## src/rtl/race_display_ctrl_pkg.sv

```systemverilog
// Shared encodings and constants for the race sequencing / display controller.
// Time words are packed BCD {M, S1, S0, t1, t0}, one nibble per digit, t0 in the LSBs.
package race_display_ctrl_pkg;

  typedef enum logic [1:0] {
    ST_IDLE     = 2'd0,
    ST_ARMED    = 2'd1,
    ST_RUNNING  = 2'd2,
    ST_FINISHED = 2'd3
  } state_t;

  localparam logic [19:0] BCD_MAX    = 20'h95999;
  localparam logic [19:0] BCD_ZERO   = 20'h00000;
  localparam logic [3:0]  DIGIT_OFF  = 4'hF;
  localparam int          NUM_DIGITS = 5;
  localparam int          DIGIT_W    = 4;

  // Digit slice positions: digit idx occupies [idx*DIGIT_W +: DIGIT_W]
  localparam int D0_LSB = 0;
  localparam int D1_LSB = 4;
  localparam int D2_LSB = 8;
  localparam int D3_LSB = 12;
  localparam int D4_LSB = 16;

  function automatic logic [3:0] get_digit(input logic [19:0] word, input int idx);
    return word[idx*DIGIT_W +: DIGIT_W];
  endfunction

endpackage

```

## src/rtl/race_display_ctrl_blink.sv

```systemverilog
// Blink phase generator: phase toggles every BLINK_COUNT cycles and restarts
// visible (phase 0, count 0) whenever sync_clr is asserted.
module blink_gen #(
  parameter int BLINK_COUNT = 6_250_000
) (
  input  logic clk,
  input  logic rst,
  input  logic sync_clr,
  output logic phase
);

  localparam int CW = (BLINK_COUNT > 1) ? $clog2(BLINK_COUNT) : 1;
  localparam logic [CW-1:0] LAST = CW'(BLINK_COUNT - 1);

  logic [CW-1:0] count_reg;
  logic          phase_reg;

  always_ff @(posedge clk) begin
    if (rst || sync_clr) begin
      count_reg <= '0;
      phase_reg <= 1'b0;
    end else if (count_reg == LAST) begin
      count_reg <= '0;
      phase_reg <= ~phase_reg;
    end else begin
      count_reg <= count_reg + 1'b1;
    end
  end

  assign phase = phase_reg;

endmodule

```

## src/rtl/race_display_ctrl.sv

```systemverilog
// Race sequencing controller: turns button/gate pulses into counter commands,
// keeps last result and best time, and selects/blinks the five display digits.
module race_display_ctrl
  import race_display_ctrl_pkg::*;
#(
  parameter int          BLINK_COUNT = 6_250_000,
  parameter logic [19:0] MIN_RUN_BCD = 20'h00100
) (
  input  logic        clk,
  input  logic        rst,
  input  logic        arm_p,
  input  logic        clr_p,
  input  logic        start_p,
  input  logic        finish_p,
  input  logic [19:0] live_bcd,
  input  logic        cnt_max,
  output logic        cnt_clear,
  output logic        cnt_run,
  output logic [3:0]  bcd_out_d4,
  output logic [3:0]  bcd_out_d3,
  output logic [3:0]  bcd_out_d2,
  output logic [3:0]  bcd_out_d1,
  output logic [3:0]  bcd_out_d0,
  output logic        new_record,
  output logic        dnf,
  output logic [1:0]  state_out
);

  state_t      state_reg, state_next;
  logic [19:0] best_reg;
  logic        best_valid_reg;
  logic [19:0] result_reg;
  logic        new_record_reg;
  logic        dnf_reg;
  logic        finish_ok;
  logic        blink_phase;
  logic        blink_en;
  logic [19:0] disp_src;

  // Packed BCD compares correctly as plain unsigned binary
  assign finish_ok = finish_p && (live_bcd >= MIN_RUN_BCD);

  always_comb begin
    state_next = state_reg;
    case (state_reg)
      ST_IDLE:     if (!clr_p && arm_p) state_next = ST_ARMED;
      ST_ARMED:    if (clr_p) state_next = ST_IDLE;
                   else if (start_p) state_next = ST_RUNNING;
      ST_RUNNING:  if (clr_p) state_next = ST_IDLE;
                   else if (cnt_max || finish_ok) state_next = ST_FINISHED;
      ST_FINISHED: if (clr_p) state_next = ST_IDLE;
                   else if (arm_p) state_next = ST_ARMED;
      default:     state_next = ST_IDLE;
    endcase
  end

  always_ff @(posedge clk) begin
    if (rst) begin
      state_reg      <= ST_IDLE;
      best_reg       <= BCD_MAX;
      best_valid_reg <= 1'b0;
      result_reg     <= BCD_ZERO;
      new_record_reg <= 1'b0;
      dnf_reg        <= 1'b0;
    end else begin
      state_reg <= state_next;
      case (state_reg)
        ST_IDLE: begin
          if (clr_p) begin
            best_valid_reg <= 1'b0;
            best_reg       <= BCD_MAX;
          end else if (arm_p) begin
            new_record_reg <= 1'b0;
            dnf_reg        <= 1'b0;
          end
        end
        ST_RUNNING: begin
          if (clr_p) begin
            // abort: result and best untouched
          end else if (cnt_max) begin
            result_reg <= BCD_MAX;
            dnf_reg    <= 1'b1;
          end else if (finish_ok) begin
            result_reg <= live_bcd;
            if (!best_valid_reg || (live_bcd < best_reg)) begin
              best_reg       <= live_bcd;
              best_valid_reg <= 1'b1;
              new_record_reg <= 1'b1;
            end
          end
        end
        ST_FINISHED: begin
          if (!clr_p && arm_p) begin
            new_record_reg <= 1'b0;
            dnf_reg        <= 1'b0;
          end
        end
        default: ;
      endcase
    end
  end

  // Clearing on the transition edge makes every new state start visible
  blink_gen #(
    .BLINK_COUNT(BLINK_COUNT)
  ) u_blink (
    .clk      (clk),
    .rst      (rst),
    .sync_clr (state_next != state_reg),
    .phase    (blink_phase)
  );

  always_comb begin
    disp_src = BCD_ZERO;
    case (state_reg)
      ST_IDLE:     disp_src = best_valid_reg ? best_reg : BCD_ZERO;
      ST_ARMED:    disp_src = BCD_ZERO;
      ST_RUNNING:  disp_src = live_bcd;
      ST_FINISHED: disp_src = result_reg;
      default:     disp_src = BCD_ZERO;
    endcase
  end

  assign blink_en = (state_reg == ST_ARMED) ||
                    ((state_reg == ST_FINISHED) && (new_record_reg || dnf_reg));

  logic [3:0] digit_vec [NUM_DIGITS];

  genvar gi;
  generate
    for (gi = 0; gi < NUM_DIGITS; gi++) begin : g_digit
      assign digit_vec[gi] = (blink_en && blink_phase) ? DIGIT_OFF : get_digit(disp_src, gi);
    end
  endgenerate

  assign bcd_out_d4 = digit_vec[4];
  assign bcd_out_d3 = digit_vec[3];
  assign bcd_out_d2 = digit_vec[2];
  assign bcd_out_d1 = digit_vec[1];
  assign bcd_out_d0 = digit_vec[0];

  assign cnt_clear  = (state_reg == ST_IDLE) || (state_reg == ST_ARMED);
  assign cnt_run    = (state_reg == ST_RUNNING);
  assign new_record = new_record_reg;
  assign dnf        = dnf_reg;
  assign state_out  = state_reg;

endmodule

```

## config.mk

```make
export PLATFORM = sky130hd
export DESIGN_NAME = race_display_ctrl
export DESIGN_NICKNAME = d
export VERILOG_FILES = /design/src/rtl/race_display_ctrl_pkg.sv /design/src/rtl/race_display_ctrl_blink.sv /design/src/rtl/race_display_ctrl.sv
export SDC_FILE = /design/constraint.sdc
export NUM_CORES = 1
export LEC_CHECK = 0
export CAP_MARGIN = 30
export CORE_UTILIZATION = 30
export DETAILED_ROUTE_END_ITERATION = 10
export PLACE_DENSITY_LB_ADDON = 0.15
export SYNTH_ARGS = -nofsm -noshare
export SYNTH_HDL_FRONTEND = slang
export SYNTH_HIERARCHICAL = 1
export SYNTH_SLANG_ARGS = --single-unit
```

## constraint.sdc

```tcl
create_clock -name clk -period 3.2 [get_ports clk]
set_clock_uncertainty 0.05 [all_clocks]
set_input_delay 0.64 -clock clk [delete_from_list [all_inputs] [get_ports clk]]
set_output_delay 0.64 -clock clk [all_outputs]
set_load 0.03 [all_outputs]
```

==> out/metrics.yaml <==
run_status:
  outcome: "complete, no violations"
worst_setup_path:
  critPathMaxStageDelay_ps: 500
  crit_required_ps: 3360
  critPathKind: "primary input to flip-flop"
  cp-end-kind: "flip-flop"
  cp_cell_sequence: "clkdlybuf4s50_1 -> buf_4 -> ha_1 -> nand2_1 -> nor2_1 -> a2111oi_4 -> o211ai_2 -> o31a_4 -> o32a_1"
  worst_path_max_delay_cell: "o31a_4"
  worstSetupStartpointType: "primary input"
  arrival_ps: 3130
  critical_path_peak_fanout: 22
min_path:
  hold_path.class: "flip-flop to flip-flop"
final_layout:
  ff_latch_area_mm2: 0.00138
  layout.nets: 568
  fill_cells: 1318
  final_cell_area_mm2: 0.00503
  largest_reg_flops: 23
  drive_above_1_share_pct: 19.0
  multiInputGateArea_mm2: 0.00219
  num_antenna_cells: 0
  utilization_pct: 40.0
  area_growth_pct: 30.7
sta:
  rsz0062_at_grt: "false"
  fmaxAchievable_mhz: 337
  setup_violations: 0
  slew_headroom_pct: 57.9
  worstMarginPinSlew_ps: 631
  final.min_clock_period_ps: 2960
  fin_crit_sh_pct: 92.6
  hold_violations: 0
  final_max_slew_viol_count: 0
drt:
  ant_nets: 0
  wl_mm: 11.1
  drc: 0
  first_pass_iters: 4
  dr_total_vias: 3585
  routedWlPerCell_um: 16.0
  drt-vias-per-instance: 5.14
  drt_iter0_markers: 165
yosys:
  ys_ff_latch: 69
  syn_inst: 454
  async_reset_ff_share_pct: 0
  yosysTopAreaCell: "dfxtp_1"
  synth_area_leaders: "dfxtp_1, ha_1, a221o_1"
  synth_cell_type_count: 55
  synth_fp_nets: 501
  synth_enable_flop_cells: 0
  yosysSeqAreaShare_pct: 35.9
  synth_top_area_share_pct: 35.9
  syn_avg_cell_area_um2: 8.48
  synth_area_mm2: 0.00385
  synth_ff_type: "dfxtp_1"
  synth-warning-count: 6
grt:
  grt_max_degree: 23
  first_global_vias: 3463
  grt_pass1_wl_mm: 17.7
  grt_overflow: 0
  grtUsageTotal_pct: 17.6
  antenna_found_initial: 0
clock_tree:
  cts_buffer_depth: 2
  h-tree-depth: 3
  hold_buffers: 0
  clk_latency_ps: 330
  cts_buffers: 9
  cts_tree: "yes"
  postCtsSetupBuffers: 0
  clkTransAtPathRegs_ps: 60
  cts_root_buffer: "clkbuf_16"
  cts_resized: 0
  clkSinkCount: 69
power:
  switchingPower_uw: 502
  power_density_mw_per_mm2: 436
  combPwrFrac_pct: 9.9
  seqPwrFrac_pct: 39.7
  ir_drop_v: 0.000251
  p_leak_uw: 0.00192
  swShare_pct: 22.9
  clkPwrFrac_pct: 50.4
  internal_power_uw: 1690
placed_design:
  port_buffers: 52
  dp_hpwl_mm: 8.09
  placedInstanceArea_mm2: 0.00470
  routabilityCongestion: 0.805
die:
  core_mm2: 0.0126
  io_pins: 53
  rows: 41
  die-area_mm2: 0.0133
  start_util_pct: 30.6
  die_width_um: 115
  die_y_um: 115
run:
  maxCapViolCount: 0
[power by group through the flow]
stage          Clock, uW  Sequential (uW)  Combinational, uW
2_1_floorplan          0              888                110
3_3_place_gp           0              890                218
3_5_place_dp           0              890                218
4_1_cts             1140              871                220
5_1_grt             1180              871                239
6_report            1110              871                218
[path summary, 6_finish.rpt]
path / from / end / slack (ps) / depth (start not counted)
setup reg to reg: best_reg[17] / best_reg[12] / 810 / 8
hold reg to reg: result_reg[15] / result_reg[15] / 410 / 2
setup / recovery: live_bcd[19] / best_reg[12] / 240 / 9
hold / removal: result_reg[15] / result_reg[15] / 410 / 2
[Yosys cell counts, types with 2 or more instances]
cell type and n:
a31oi_1 2, inv_1 38, and3_1 2, or3_2 2, mux2_2 10, a221o_1 20
or2_2 2, buf_1 3, nor2_1 45, nand2_1 33, and4_1 4, o32ai_1 10
o32a_1 10, nand4_1 11, a211o_1 2, buf_4 2, or4_1 3, o21ai_0 26
nor2b_1 2, xnor2_1 3, ha_1 20, nand2b_1 3, or3_1 7, xor2_1 11
nor3_1 10, a21oi_1 28, a21boi_0 2, buf_2 7, or4_4 3, nand3_1 17
dfxtp_1 69, clkbuf_1 17, o31ai_1 2, a211oi_1 7
[kinds of logic after synthesis]
kind of cell | share of synthesized area, %
multiplexers | 2.92
XOR/XNOR | 3.18
AO/OA/AOI/OAI | 24.6
buffers and inverters | 7.34
AND/OR/NAND/NOR | 19.6
adder cells (fa/ha/maj) | 6.50
flip-flops | 35.9
[per-layer routing]
metal | global-route usage, % | up-vias | routed length [um]
li1 | - | 1800 | -
met1 | 23.7 | 1705 | 5470
met2 | 28.3 | 68 | 5050
met3 | 3.16 | 12 | 481
met4 | 5.80 | 0 | 137
met5 | 0 | - | 0
[stage by stage]
step / power [uW] / worst slack [ps] / setup TNS, ps / hold slack (ps) / instances
detailed placement: 1110 / -117 / -1420 / 396 / 682
CTS: 2230 / 232 / 0 / 405 / 698
global route: 2290 / 54.8 / 0 / 420 / 698
floorplan: 998 / 600 / 0 / 376 / 454
global placement: 1110 / -107 / -1350 / 392 / 682
finish: 2190 / 236 / 0 / 406 / 698
[worst max-delay path, delay by kind of cell]
kind	cells	cell delay (ps)
AOI/OAI and AO/OA	4	1280
adders and majority gates	1	350
and+or+nand+nor	2	150
buffers and inverters	2	680
[cell usage in the layout, fill, tap and decap left out, types with 9 or more instances in the layout]
master	instances
nor3_1	9
nand3_1	17
nand4_1	11
o32a_1	10
dfxtp_1	69
a221o_1	20
ha_1	20
o32ai_1	10
o21ai_0	26
inv_1	38
mux2_2	10
a21oi_1	28
clkdlybuf4s50_1	32
clkbuf_16	9
nand2_1	33
nor2_1	45
buf_4	51
xor2_1	11
[final cells by class]
type,instances,share of cell area (%)
repair buffers,86,15.2
clock inverters,5,1.62
flip-flops and latches,69,27.5
multi-input cells,316,43.5
clock buffers,11,5.02
inverters,39,2.91
well taps,172,4.28
Power figures use the tool's default switching activity.
==> patch 1, RTL diff (same settings) <==
Register the input `live_bcd` before use, without a reset. The logic sees it one clock later. The other inputs are not delayed to match.
--- a/src/rtl/race_display_ctrl.sv
+++ b/src/rtl/race_display_ctrl.sv
@@ -27,4 +27,10 @@
 );
 
+  logic [19:0] live_bcd_q;
+
+  always_ff @(posedge clk) begin
+    live_bcd_q <= live_bcd;
+  end
+
   state_t      state_reg, state_next;
   logic [19:0] best_reg;
@@ -39,5 +45,5 @@
 
   // Packed BCD compares correctly as plain unsigned binary
-  assign finish_ok = finish_p && (live_bcd >= MIN_RUN_BCD);
+  assign finish_ok = finish_p && (live_bcd_q >= MIN_RUN_BCD);
 
   always_comb begin
@@ -82,7 +88,7 @@
             dnf_reg    <= 1'b1;
           end else if (finish_ok) begin
-            result_reg <= live_bcd;
-            if (!best_valid_reg || (live_bcd < best_reg)) begin
-              best_reg       <= live_bcd;
+            result_reg <= live_bcd_q;
+            if (!best_valid_reg || (live_bcd_q < best_reg)) begin
+              best_reg       <= live_bcd_q;
               best_valid_reg <= 1'b1;
               new_record_reg <= 1'b1;
@@ -116,5 +122,5 @@
       ST_IDLE:     disp_src = best_valid_reg ? best_reg : BCD_ZERO;
       ST_ARMED:    disp_src = BCD_ZERO;
-      ST_RUNNING:  disp_src = live_bcd;
+      ST_RUNNING:  disp_src = live_bcd_q;
       ST_FINISHED: disp_src = result_reg;
       default:     disp_src = BCD_ZERO;
Formal check against the unedited RTL: not equivalent (Yosys sat finds a counterexample within 4 cycles, from zero or initial values and one cycle with rst high).
==> patch 1 against the original RTL <==
- final cell count increased by 2.9%
- die area is 14% higher
- cell area rose by 6.8%
- routed wire length is 2.2% higher
- sequential cell count rose by 20
- setup slack lost 0.12 ns
- area after synthesis rose by 14%
- total power is 8.4% higher
- critical endpoint is now bcd_out_d0[2]
==> patch 1: results <==
group,metric,value,unit
outcome,outcome,"complete, no violations",
global_route,grtUsageMet3,0.0387,
global_route,grt_max_degree,53,
clock_tree,cts_max_path_buffers,2,
yosys,yosysUniqueCellTypes,54,
detailed_routing,wire_per_inst,15.8,um
hold_path,hold_class,"flop to flop",
yosys,seq_area_frac_synth,0.406,
critical_path,cp_max_fo,11,
clock_tree,clkTransAtPathRegs,0.07,ns
global_route,grt_pass1_wl,18400,um
yosys,async_reset_ff_frac,0,
critical_path,arrival,2.39,ns
global_route,grt_pass1_vias,3470,
detailed_routing,viasPerCell,5.16,
critical_path,critPathSlowestCell,"clkdlybuf4s50_1",
place,gp_congestion,0.827,
pwr,irDropWorstVdd,0.000259,V
global_route,grtUsageMet2,0.254,
detailed_routing,dr.pass1.iters,4,
yosys,syn_nets,538,
critical_path,slowest_delay,0.67,ns
clock_tree,clock_latency,0.35,ns
detailed_routing,drt_iter0_drc,237,
global_route,track_usage,0.159,
yosys,synth_flop_cell,"dfxtp_1",
place,hpwl,8140,um
cells_and_area,insertedDiodeCount,0,
pwr,p_leak,2.02,nW
yosys,synthTopCellsByArea,"dfxtp_1 (41%), ha_1 (5.7%), mux2_2 (5.1%), a221o_1 (4.6%), nor3_1 (4.0%)",
global_route,antenna_found_initial,0,
global_route,grt_util_met1,0.209,
clock_tree,root_buffer,"clkbuf_16",
clock_tree,postCtsHoldBufs,0,
clock_tree,cts_setup_buffers,0,
sta,max_slew_margin,0.374,
yosys,synth_top_cells_by_count,"dfxtp_1 (89), nor2_1 (41), nor3_1 (35)",
cells_and_area,drive_above_1_share,0.130,
cells_and_area,largest_register_ffs,23,
cells_and_area,nNetsFinal,580,
place,numPortBuffers,52,
cells_and_area,fillerInstances,1494,
clock_tree,cts_made_buffers,9,
patch 1: changes by cell type after synthesis, moves of 7 or more:
cell | unedited run | this run
o32ai_1 | 10 | 1
nand3b_1 | 0 | 10
dfxtp_1 | 69 | 89
clkbuf_1 | 17 | 24
inv_1 | 38 | 24
mux2_2 | 10 | 20
a211oi_1 | 7 | 0
o21ai_0 | 26 | 11
o31ai_1 | 2 | 14
and3_1 | 2 | 16
nand2_1 | 33 | 24
mux2i_1 | 0 | 10
nor3_1 | 10 | 35
o32a_1 | 10 | 1
patch 1: final cells by class:
| type | count | area share |
|---|---|---|
| Clock buffer | 9 | 0.0419 |
| Clock inverter | 7 | 0.0100 |
| Inverter | 25 | 0.0175 |
| Multi-Input combinational cell | 342 | 0.445 |
| Sequential cell | 89 | 0.332 |
| Tap cell | 180 | 0.0419 |
| Timing Repair Buffer | 66 | 0.112 |
patch 1: routing by layer:
metal / vias to the layer above / share of wire
li1: 1879 / -
met4: 0 / 0.0082
met5: - / 0
met1: 1750 / 0.48
met3: 5 / 0.048
met2: 70 / 0.47
patch 1: logic make-up after synthesis:
family	Yosys count	synth area share
and+or+nand+nor	188	0.230
AOI/OAI and AO/OA	90	0.149
DFF	89	0.406
buffers and inverters	60	0.0559
muxes	30	0.0741
adders and majority gates	20	0.0570
xor gates and xnor gates	14	0.0279
patch 1: path summary, 6_finish.rpt:
kind                                     start              endpoint  slack, ns  cells after the start
worst max-delay path            best_valid_reg         bcd_out_d0[2]       0.12                      5
worst min-delay path             result_reg[2]         result_reg[2]       0.40                      2
worst max register to register    state_out[1]  u_blink/count_reg[2]       0.61                      9
worst min register to register   result_reg[2]         result_reg[2]       0.40                      2
patch 1: what timing repair did:
action / in CTS / in global routing
resized for setup: 2 / 1
endpoints found under the setup margin: 13 / 13
pin swaps: 0 / 0
patch 1: per-stage QoR:
stage               area (sq um)  setup WS [ns]  std cells
global placement            5080          0.289        702
floorplan                   4390          0.477        491
CTS                         5360         0.0182        718
detailed placement          5080          0.268        702
global route                5370         0.0176        718
finish                      5370          0.117        718
patch 1: power by group:
group	total (mW)	internal, mW	leakage, nW	switching [mW]
Sequential	1.15	1.13	0.726	0.0249
Clock	1.01	0.532	0.128	0.475
Combinational	0.220	0.103	1.17	0.116
Total	2.38	1.76	2.02	0.617
patch 1: critical path, delay by kind of cell (launching register included):
| family | cells | cell delay [ns] |
|---|---|---|
| AOI/OAI and AO/OA | 1 | 0.18 |
| buffers and inverters | 3 | 1.05 |
| DFF | 1 | 0.31 |
| and+or+nand+nor | 1 | 0.51 |
==> patch 2, RTL diff (same flow settings) <==
Without the edit above. Change the parameter `MIN_RUN_BCD` from 20'h00100 to 20'h000C0.
--- a/src/rtl/race_display_ctrl.sv
+++ b/src/rtl/race_display_ctrl.sv
@@ -5,5 +5,5 @@
 #(
   parameter int          BLINK_COUNT = 6_250_000,
-  parameter logic [19:0] MIN_RUN_BCD = 20'h00100
+  parameter logic [19:0] MIN_RUN_BCD = 20'h000C0
 ) (
   input  logic        clk,
Behaviour: not the same (a bounded check fails within 4 cycles, from zero or initial values and one cycle with rst high).
==> patch 2 against the original RTL <==
- setup slack got worse by 0.061 ns
- sequential power is essentially flat
- total power decreased by 5.4%
- routed wire length fell by 2.5%
- cell area is 2.5% higher
- first-iteration DRC count is 3.0% higher
- area after synthesis rose by 5.2%
- sequential cell count did not move
- highest routed layer unchanged
==> patch 2: results <==
group,metric,value,unit
detailed_routing,drt_iter0_drc,170,
yosys,muxShareOfSynthArea,0.107,
global_route,grt_max_degree,35,
detailed_routing,met1_length,5330,um
yosys,syn_nets,520,
detailed_routing,num_vias,3565,
pwr,p_leak,1.94,nW
hold_path,min_to,"result_reg[5]",
place,gp_congestion,0.826,
pwr,irDropWorstVdd,0.000223,V
sta,timing.hold.ws,0.395,ns
detailed_routing,wl_met2,4980,um
yosys,synthAdderAreaFrac,0.0618,
yosys,yosysUniqueCellTypes,50,
critical_path,arrival,2.33,ns
place,numPortBuffers,52,
place,dp_cells,695,
outcome,outcome,"complete, no violations",
hold_path,min_from,"result_reg[5]",
yosys,seq_area_frac_synth,0.341,
cells_and_area,nNetsFinal,577,
pwr,swShare,0.252,
yosys,synth_xor_area_frac,0.0303,
critical_path,timing.rr.start,"best_reg[18]",
sta,max_slew_margin,0.519,
critical_path,reg2reg_to,"best_reg[10]",
detailed_routing,wl_met3,314,um
yosys,synthTopCellsByArea,"dfxtp_1 (34%), ha_1 (6.2%), mux2_2 (5.6%), mux2i_1 (5.2%), nor2_1 (5.1%)",
global_route,grt_pass1_vias,3540,
cells_and_area,fillerInstances,1340,
yosys,syn_inst,473,
yosys,synth_compound_area_frac,0.159,
detailed_routing,wirelength,10900,um
## patch 2: final cells by class
type | instances | area (sq um) | area share
Timing Repair Buffer | 78 | 741 | 0.144
Clock inverter | 5 | 33.8 | 0.00655
Sequential cell | 69 | 1380 | 0.268
Tap cell | 176 | 220 | 0.0427
Multi-Input combinational cell | 345 | 2430 | 0.471
Clock buffer | 11 | 253 | 0.0490
Inverter | 27 | 101 | 0.0197
## patch 2: layer usage
layer / vias up / track usage
met5: - / 0
met3: 15 / 0.0430
li1: 1817 / -
met4: 0 / 0.0705
met2: 52 / 0.262
met1: 1681 / 0.214
## patch 2: cells by family after synthesis
| group | after synthesis |
|---|---|
| AOI/OAI and AO/OA | 89 |
| xor gates and xnor gates | 14 |
| adders and majority gates | 20 |
| buffers and inverters | 59 |
| DFF | 69 |
| muxes | 41 |
| and+or+nand+nor | 181 |
## patch 2: through the flow
stage / setup WS [ns] / area [sq um]
after global placement: 0.116 / 4870
after global routing: 0.0537 / 5160
after floorplan: 0.564 / 4050
after detailed placement: 0.0816 / 4870
after CTS: 0.159 / 5160
final: 0.175 / 5160
## patch 2: worst max-delay path by stage
stage | cells after the start | slack (ns) | start | endpoint
2_1_floorplan | 4 | 0.56 | state_out[0] | bcd_out_d0[0]
3_3_place_gp | 8 | 0.12 | live_bcd[19] | best_reg[0]
3_5_place_dp | 8 | 0.08 | live_bcd[19] | best_reg[7]
4_1_cts | 4 | 0.16 | state_out[1] | bcd_out_d0[3]
5_1_grt | 4 | 0.05 | state_out[1] | bcd_out_d0[3]
6_report | 4 | 0.18 | live_bcd[10] | bcd_out_d2[2]
## patch 2: power groups by stage
stage	Clock [mW]	Combinational [mW]	Sequential (mW)
after detailed placement	0	0.247	0.888
after global routing	1.03	0.268	0.869
final	0.962	0.246	0.869
after global placement	0	0.244	0.888
after CTS	0.992	0.248	0.869
after floorplan	0	0.135	0.889
## patch 2: critical path, delay by kind of cell
kind                   cells  cell delay, ns
AO/OA/AOI/OAI              1            0.29
multiplexers               1            0.30
buffers and inverters      2            1.10
